**src/rtl/fp16_pkg.sv**
```systemverilog
// fp16_pkg: binary16 field layout, special encodings and block widths shared by the MAC datapath.
`default_nettype none
package fp16_pkg;
   localparam int DATA_WIDTH    = 16;
   localparam int CLK_NUM_WIDTH = 8;
   localparam int EXP_W         = 5;
   localparam int MAN_W         = 10;
   localparam int BIAS          = 15;

   localparam logic [15:0] QNAN = 16'h7E00;
   localparam logic [15:0] PINF = 16'h7C00;

   function automatic logic [15:0] fp16_inf(input logic sign);
      return {sign, PINF[14:0]};
   endfunction
endpackage
`default_nettype wire

```
**src/rtl/mult_add_unit_float16_if.sv**
```systemverilog
// mult_add_unit_float16_if: operand stream in, windowed dot-product result out.
`default_nettype none
interface mult_add_unit_float16_if #(
   parameter int DATA_WIDTH    = fp16_pkg::DATA_WIDTH,
   parameter int CLK_NUM_WIDTH = fp16_pkg::CLK_NUM_WIDTH
);
   logic [DATA_WIDTH-1:0]    mult_a;
   logic [DATA_WIDTH-1:0]    mult_b;
   logic [CLK_NUM_WIDTH-1:0] clk_num;
   logic                     result_ready;
   logic [DATA_WIDTH-1:0]    mult_add_result;

   modport master (
      output mult_a, mult_b, clk_num,
      input  result_ready, mult_add_result
   );

   modport slave (
      input  mult_a, mult_b, clk_num,
      output result_ready, mult_add_result
   );
endinterface
`default_nettype wire

```
**src/rtl/fp16_adder.sv**
```systemverilog
// fp16_adder: combinational binary16 add, round-to-nearest-even, subnormals flushed to zero.
`default_nettype none
module fp16_adder
   import fp16_pkg::*;
(
   input  logic [15:0] a,
   input  logic [15:0] b,
   output logic [15:0] sum
);
   logic             sign_a, sign_b, sgn_g, sgn_s;
   logic [EXP_W-1:0] exp_a, exp_b, exp_g, exp_s, diff;
   logic [MAN_W-1:0] man_a, man_b, man_g, man_s;
   logic             a_zero, b_zero, a_inf, b_inf, a_nan, b_nan, swap, found;
   logic [13:0]      mant_g, mant_s, mant_sh, mask;
   logic [14:0]      raw;
   logic [12:0]      norm;
   logic [3:0]       lz;
   logic [10:0]      rnd;
   logic signed [7:0] res_exp;

   assign sign_a = a[15];
   assign exp_a  = a[14:10];
   assign man_a  = a[9:0];
   assign sign_b = b[15];
   assign exp_b  = b[14:10];
   assign man_b  = b[9:0];

   always_comb begin
      a_zero = (exp_a == '0);
      b_zero = (exp_b == '0);
      a_inf  = (exp_a == '1) && (man_a == '0);
      b_inf  = (exp_b == '1) && (man_b == '0);
      a_nan  = (exp_a == '1) && (man_a != '0);
      b_nan  = (exp_b == '1) && (man_b != '0);

      swap  = {exp_b, man_b} > {exp_a, man_a};
      sgn_g = swap ? sign_b : sign_a;
      sgn_s = swap ? sign_a : sign_b;
      exp_g = swap ? exp_b  : exp_a;
      exp_s = swap ? exp_a  : exp_b;
      man_g = swap ? man_b  : man_a;
      man_s = swap ? man_a  : man_b;
      diff  = exp_g - exp_s;

      // Three extra low bits (guard/round/sticky) keep RNE exact through subtraction.
      mant_g  = {1'b1, man_g, 3'b000};
      mant_s  = {1'b1, man_s, 3'b000};
      mask    = (14'd1 << diff) - 14'd1;
      mant_sh = (diff > 5'd13) ? 14'd1
              : ((mant_s >> diff) | {13'd0, |(mant_s & mask)});
      raw     = (sgn_g ^ sgn_s) ? ({1'b0, mant_g} - {1'b0, mant_sh})
                                : ({1'b0, mant_g} + {1'b0, mant_sh});

      lz    = '0;
      found = 1'b0;
      for (int i = 13; i >= 0; i--) begin
         if (!found && raw[i]) begin
            lz    = 4'(13 - i);
            found = 1'b1;
         end
      end

      res_exp = $signed({3'b000, exp_g});
      if (raw[14]) begin
         norm    = {raw[13:2], raw[1] | raw[0]};
         res_exp = res_exp + 8'sd1;
      end else begin
         norm    = 13'(raw[13:0] << lz);
         res_exp = res_exp - $signed({4'b0000, lz});
      end

      rnd = {1'b0, norm[12:3]} + 11'(norm[2] & (norm[1] | norm[0] | norm[3]));
      if (rnd[10])
         res_exp = res_exp + 8'sd1;

      if (a_nan || b_nan || (a_inf && b_inf && (sign_a != sign_b)))
         sum = QNAN;
      else if (a_inf)
         sum = a;
      else if (b_inf)
         sum = b;
      else if (a_zero && b_zero)
         sum = {sign_a & sign_b, 15'd0};
      else if (a_zero)
         sum = b;
      else if (b_zero)
         sum = a;
      else if (raw == '0)
         sum = 16'h0000;
      else if (res_exp >= 8'sd31)
         sum = fp16_inf(sgn_g);
      else if (res_exp <= 8'sd0)
         sum = {sgn_g, 15'd0};
      else
         sum = {sgn_g, res_exp[4:0], rnd[9:0]};
   end
endmodule
`default_nettype wire

```
**src/rtl/mult_add_unit_float16.sv**
```systemverilog
// mult_add_unit_float16: streaming FP16 multiply then accumulate over clk_num-sample windows.
`default_nettype none
module mult_add_unit_float16 #(
   parameter int DATA_WIDTH    = fp16_pkg::DATA_WIDTH,
   parameter int CLK_NUM_WIDTH = fp16_pkg::CLK_NUM_WIDTH
) (
   input  logic                    clk,
   input  logic                    rst,
   mult_add_unit_float16_if.slave  bus
);
   import fp16_pkg::*;

   logic             sign_a, sign_b, mul_sign;
   logic [EXP_W-1:0] exp_a, exp_b;
   logic [MAN_W-1:0] man_a, man_b, mul_frac;
   logic             a_zero, b_zero, a_inf, b_inf, a_nan, b_nan, guard, sticky;
   logic [21:0]      mant_prod;
   logic [10:0]      mul_rnd;
   logic signed [7:0] mul_exp;
   logic [DATA_WIDTH-1:0] mul_res;

   logic [CLK_NUM_WIDTH-1:0] cnt, n_lat, n_eff;
   logic                     first, last;
   logic [DATA_WIDTH-1:0]    prod, acc, add_sum, result;
   logic                     p1_first, p1_last, p2_last, ready;

   assign sign_a = bus.mult_a[15];
   assign exp_a  = bus.mult_a[14:10];
   assign man_a  = bus.mult_a[9:0];
   assign sign_b = bus.mult_b[15];
   assign exp_b  = bus.mult_b[14:10];
   assign man_b  = bus.mult_b[9:0];

   always_comb begin
      a_zero   = (exp_a == '0);
      b_zero   = (exp_b == '0);
      a_inf    = (exp_a == '1) && (man_a == '0);
      b_inf    = (exp_b == '1) && (man_b == '0);
      a_nan    = (exp_a == '1) && (man_a != '0);
      b_nan    = (exp_b == '1) && (man_b != '0);
      mul_sign = sign_a ^ sign_b;

      mant_prod = 22'({1'b1, man_a}) * 22'({1'b1, man_b});
      mul_exp   = $signed({3'b000, exp_a}) + $signed({3'b000, exp_b}) - $signed(8'(BIAS));

      // Product of two [1,2) significands lies in [1,4); renormalise the [2,4) half.
      if (mant_prod[21]) begin
         mul_frac = mant_prod[20:11];
         guard    = mant_prod[10];
         sticky   = |mant_prod[9:0];
         mul_exp  = mul_exp + 8'sd1;
      end else begin
         mul_frac = mant_prod[19:10];
         guard    = mant_prod[9];
         sticky   = |mant_prod[8:0];
      end

      mul_rnd = {1'b0, mul_frac} + 11'(guard & (sticky | mul_frac[0]));
      if (mul_rnd[10])
         mul_exp = mul_exp + 8'sd1;

      if (a_nan || b_nan || (a_inf && b_zero) || (b_inf && a_zero))
         mul_res = QNAN;
      else if (a_inf || b_inf)
         mul_res = fp16_inf(mul_sign);
      else if (a_zero || b_zero)
         mul_res = {mul_sign, 15'd0};
      else if (mul_exp >= 8'sd31)
         mul_res = fp16_inf(mul_sign);
      else if (mul_exp <= 8'sd0)
         mul_res = {mul_sign, 15'd0};
      else
         mul_res = {mul_sign, mul_exp[4:0], mul_rnd[9:0]};
   end

   // Window length is taken from clk_num only on the first sample; 0 behaves as 1.
   always_comb begin
      first = (cnt == '0);
      if (first)
         n_eff = (bus.clk_num == '0) ? CLK_NUM_WIDTH'(1) : bus.clk_num;
      else
         n_eff = n_lat;
      last = (cnt == n_eff - CLK_NUM_WIDTH'(1));
   end

   fp16_adder u_adder (
      .a   (acc),
      .b   (prod),
      .sum (add_sum)
   );

   always_ff @(posedge clk or negedge rst) begin
      if (!rst) begin
         cnt      <= '0;
         n_lat    <= '0;
         prod     <= '0;
         p1_first <= 1'b0;
         p1_last  <= 1'b0;
         acc      <= '0;
         p2_last  <= 1'b0;
         result   <= '0;
         ready    <= 1'b0;
      end else begin
         if (first)
            n_lat <= n_eff;
         cnt      <= last ? '0 : cnt + CLK_NUM_WIDTH'(1);
         prod     <= mul_res;
         p1_first <= first;
         p1_last  <= last;
         acc      <= p1_first ? prod : add_sum;
         p2_last  <= p1_last;
         ready    <= p2_last;
         if (p2_last)
            result <= acc;
      end
   end

   assign bus.result_ready    = ready;
   assign bus.mult_add_result = result;
endmodule
`default_nettype wire

```
**src/flat_wrapper.sv**
```systemverilog
// flat-port wrapper written by rule: the top's interface ports become plain ports
module mult_add_unit_float16_flat import fp16_pkg::*;
#(
   parameter int DATA_WIDTH    = fp16_pkg::DATA_WIDTH,
   parameter int CLK_NUM_WIDTH = fp16_pkg::CLK_NUM_WIDTH
)
  (clk, rst, bus_mult_a, bus_mult_b, bus_clk_num, bus_result_ready, bus_mult_add_result);
  mult_add_unit_float16_if #(.DATA_WIDTH(DATA_WIDTH), .CLK_NUM_WIDTH(CLK_NUM_WIDTH)) bus_i ();
  input  logic clk;
  input  logic rst;
  input wire logic [$bits(bus_i.mult_a)-1:0] bus_mult_a;
  input wire logic [$bits(bus_i.mult_b)-1:0] bus_mult_b;
  input wire logic [$bits(bus_i.clk_num)-1:0] bus_clk_num;
  output wire logic [$bits(bus_i.result_ready)-1:0] bus_result_ready;
  output wire logic [$bits(bus_i.mult_add_result)-1:0] bus_mult_add_result;
  assign bus_i.mult_a = bus_mult_a;
  assign bus_i.mult_b = bus_mult_b;
  assign bus_i.clk_num = bus_clk_num;
  assign bus_result_ready = bus_i.result_ready;
  assign bus_mult_add_result = bus_i.mult_add_result;
  mult_add_unit_float16 #(.DATA_WIDTH(DATA_WIDTH), .CLK_NUM_WIDTH(CLK_NUM_WIDTH)) u_core (.clk(clk), .rst(rst), .bus(bus_i));
endmodule
```
**config.mk**
```make
export PLATFORM = sky130hd
export DESIGN_NAME = mult_add_unit_float16_flat
export DESIGN_NICKNAME = d
export VERILOG_FILES = /design/src/rtl/fp16_pkg.sv /design/src/rtl/mult_add_unit_float16_if.sv /design/src/rtl/fp16_adder.sv /design/src/rtl/mult_add_unit_float16.sv /design/src/flat_wrapper.sv
export SDC_FILE = /design/constraint.sdc
export NUM_CORES = 1
export LEC_CHECK = 0
export CORE_ASPECT_RATIO = 0.7
export CORE_MARGIN = 3
export CORE_UTILIZATION = 35
export DETAILED_ROUTE_END_ITERATION = 16
export MAX_ROUTING_LAYER = met4
export SLEW_MARGIN = 10
export SYNTH_ARGS = -nofsm -noshare
export SYNTH_HDL_FRONTEND = slang
export SYNTH_SLANG_ARGS = --single-unit
```
**constraint.sdc**
```tcl
create_clock -name clk -period 23 [get_ports clk]
set_clock_uncertainty 0.15 [all_clocks]
set_input_delay 2.3 -clock clk [delete_from_list [all_inputs] [get_ports clk]]
set_output_delay 2.3 -clock clk [all_outputs]
set_load 0.005 [all_outputs]
```
==> impl_metrics.csv <==
group,metric,value,unit
yosys,syn_area,0.0133,mm²
finish,fin_nets,1936,
clock_tree,cts-buffers-inserted,9,
floorplan,io_pins,59,
setup_path,r2r_slack,11.07,ns
finish,instances_no_fill,2188,
timing,rsz0062_at_grt,"no",
yosys,ys_warn_count,0,
floorplan,rows,59,
timing,maxSlewHeadroom,0.219,
yosys,synth-edff-count,0,
setup_path,crit_path_end_kind,"flop",
setup_path,critPathKind,"input port to flop",
route,dr_wl_met2,15400,µm
finish,drive_gt1_frac,0.0647,
placed_design,dp_slack,10.48,ns
timing,min_period,12.37,ns
route,viasPerCell,5.94,
route,ant_nets,0,
placed_design,io_buffer_count,58,
global_routing,grt_first_pass_wirelength,66200,µm
timing,fin_crit_sh,0.538,
yosys,ys.flop_type,"dfrtp_1",
route,wirelength,40600,µm
global_routing,track_usage,0.205,
setup_path,cp_max_fo,12,
clock_tree,cts_hold_buffers,0,
clock_tree,cts.repair.resized,0,
global_routing,antenna_found_initial,1,
yosys,ys_seq_elements,68,
route,drc_errors,0,
clock_tree,htreeDepth,3,
placed_design,place_congestion,0.992,
hold_path,hp-class,"flop to flop",
timing,fmax,80.9,MHz
timing,slew_violations,0,
placed_design,placed_cells,2171,
clock_tree,root_buffer,"clkbuf_16",
clock_tree,cts_setup_buffers,0,
finish,final_core_util,0.390,
floorplan,die-area,0.0404,mm²
yosys,ys_seq_area_frac,0.128,
global_routing,grt_start_max_net_pins,69,
finish,final_common_cell,"inv_1",
route,maxUsedRoutingLayer,"met4",
finish,mostFrequentLayoutCells,"inv_1 (160), nand2_1 (150), nor2_1 (120), ha_1 (117), a21oi_1 (89)",
setup_path,start_kind,"input port",
floorplan,initial_utilization,0.356,
setup_path,slowest_delay,0.82,ns
timing,finalSetupTns,0,ns
route,wl_per_cell,18.6,µm
outcome,status,"complete, no violations",
yosys,syn_inst,1685,
global_routing,grt_pass1_vias,12200,
clock_tree,path_clk_slew,0.06,ns
floorplan,die_y,169,µm
timing,hold_viol,0,
setup_path,crit_path_top_delay_cell,"clkdlybuf4s50_1",
placed_design,hpwl,32600,µm
floorplan,die_x,239,µm
route,dr.pass1.iters,6,
timing,tightest_slew,1.16,ns
route,m1WireLength,19900,µm
route,dr.first_iter.drc_count,1267,
clock_tree,cts_buffer_depth,2,
yosys,synth_cell_type_count,98,
route,routed-via-count,13000,
clock_tree,cts_tree,"yes",
flow_run,max-cap-violations,0,
setup_path,crit_required,23.08,ns
setup_path,cp.arrival,12.45,ns
timing,setup_viol,0,
yosys,async_flop_share,1.00,
route,wl_met3,4940,µm
clock_tree,clk_latency,0.34,ns
floorplan,coreArea,0.0374,mm²
clock_tree,cts.sinks,68,
finish,area_delta_synth_final,9.41,%
yosys,synth_nets,1927,
yosys,synth.avg_cell_area,7.90,µm²
global_routing,overflow,0,
timing,setup_ws,10.63,ns
-- cell type report --
class	instances	area, µm²
diodes	1	2.50
well taps	488	611
flip-flops and latches	68	1700
clock buffers	10	229
clock inverters	6	63.8
fillers	3823	22800
multi-input cells	1389	10700
inverters	161	604
repair buffers	65	628
-- cells by family after synthesis --
| kind of cell | after synthesis | synth area share |
|---|---|---|
| mux | 63 | 0.0569 |
| simple gates | 623 | 0.239 |
| buf+inv | 228 | 0.0669 |
| flops | 68 | 0.128 |
| compound gates | 422 | 0.220 |
| fa+ha+maj | 200 | 0.235 |
| xor+xnor | 81 | 0.0543 |
-- sequential cells by signal, indices dropped and copies added (netlist names) --
signal	cells
u_core.acc	16
u_core.bus.mult_add_result	16
u_core.cnt	8
u_core.p1_first	1
u_core.p1_last	1
u_core.prod	16
u_core.p2_last	1
u_core.n_lat	8
u_core.bus.result_ready	1
-- cells in the mapped netlist (all sizes together) (39+ instances only) --
master,count,share of area
o21ai,96,0.036
nor3,39,0.015
inv,161,0.045
xnor2,51,0.034
clkbuf,52,0.015
fa,83,0.12
nand3,72,0.027
a21oi,89,0.033
nor2,123,0.035
and2,81,0.038
nand2,153,0.044
ha,117,0.11
dfrtp,68,0.13
-- worst paths after layout --
| path | from | to | cells after the start |
|---|---|---|---|
| min reg2reg | u_core.p1_last$_DFF_PN0_ | u_core.p2_last$_DFF_PN0_ | 0 |
| min in group asynchronous | rst | u_core.bus.result_ready$_DFF_PN0_ | 2 |
| max in group asynchronous | rst | u_core.prod[8]$_DFF_PN0_ | 2 |
| max reg2reg | u_core.prod[10]$_DFF_PN0_ | u_core.acc[11]$_DFFE_PN0P_ | 35 |
| min | u_core.p1_last$_DFF_PN0_ | u_core.p2_last$_DFF_PN0_ | 0 |
| max | bus_mult_b[4] | u_core.prod[6]$_DFF_PN0_ | 37 |
-- metrics by stage --
| stage | area, µm² | hold WS (ns) |
|---|---|---|
| 2_1_floorplan | 13300 | 0.181 |
| 3_3_place_gp | 14300 | 0.183 |
| 3_5_place_dp | 14300 | 0.185 |
| 4_1_cts | 14600 | 0.197 |
| 5_1_grt | 14600 | 0.213 |
| 6_report | 14600 | 0.196 |
-- layer usage --
metal | vias up | track usage
li1 | 6073 | -
met1 | 6230 | 0.318
met5 | - | -
met3 | 38 | 0.0564
met4 | 0 | 0.0273
met2 | 645 | 0.266
-- critical path, delay by kind of cell --
kind            cells  cell delay (ns)
compound gates     15             3.63
buf+inv             4             0.95
simple gates       11             2.86
fa+ha+maj           7             2.67
Power is not shown: default switching activity piles up to over one toggle a cycle in this logic, so the estimate is an artifact.
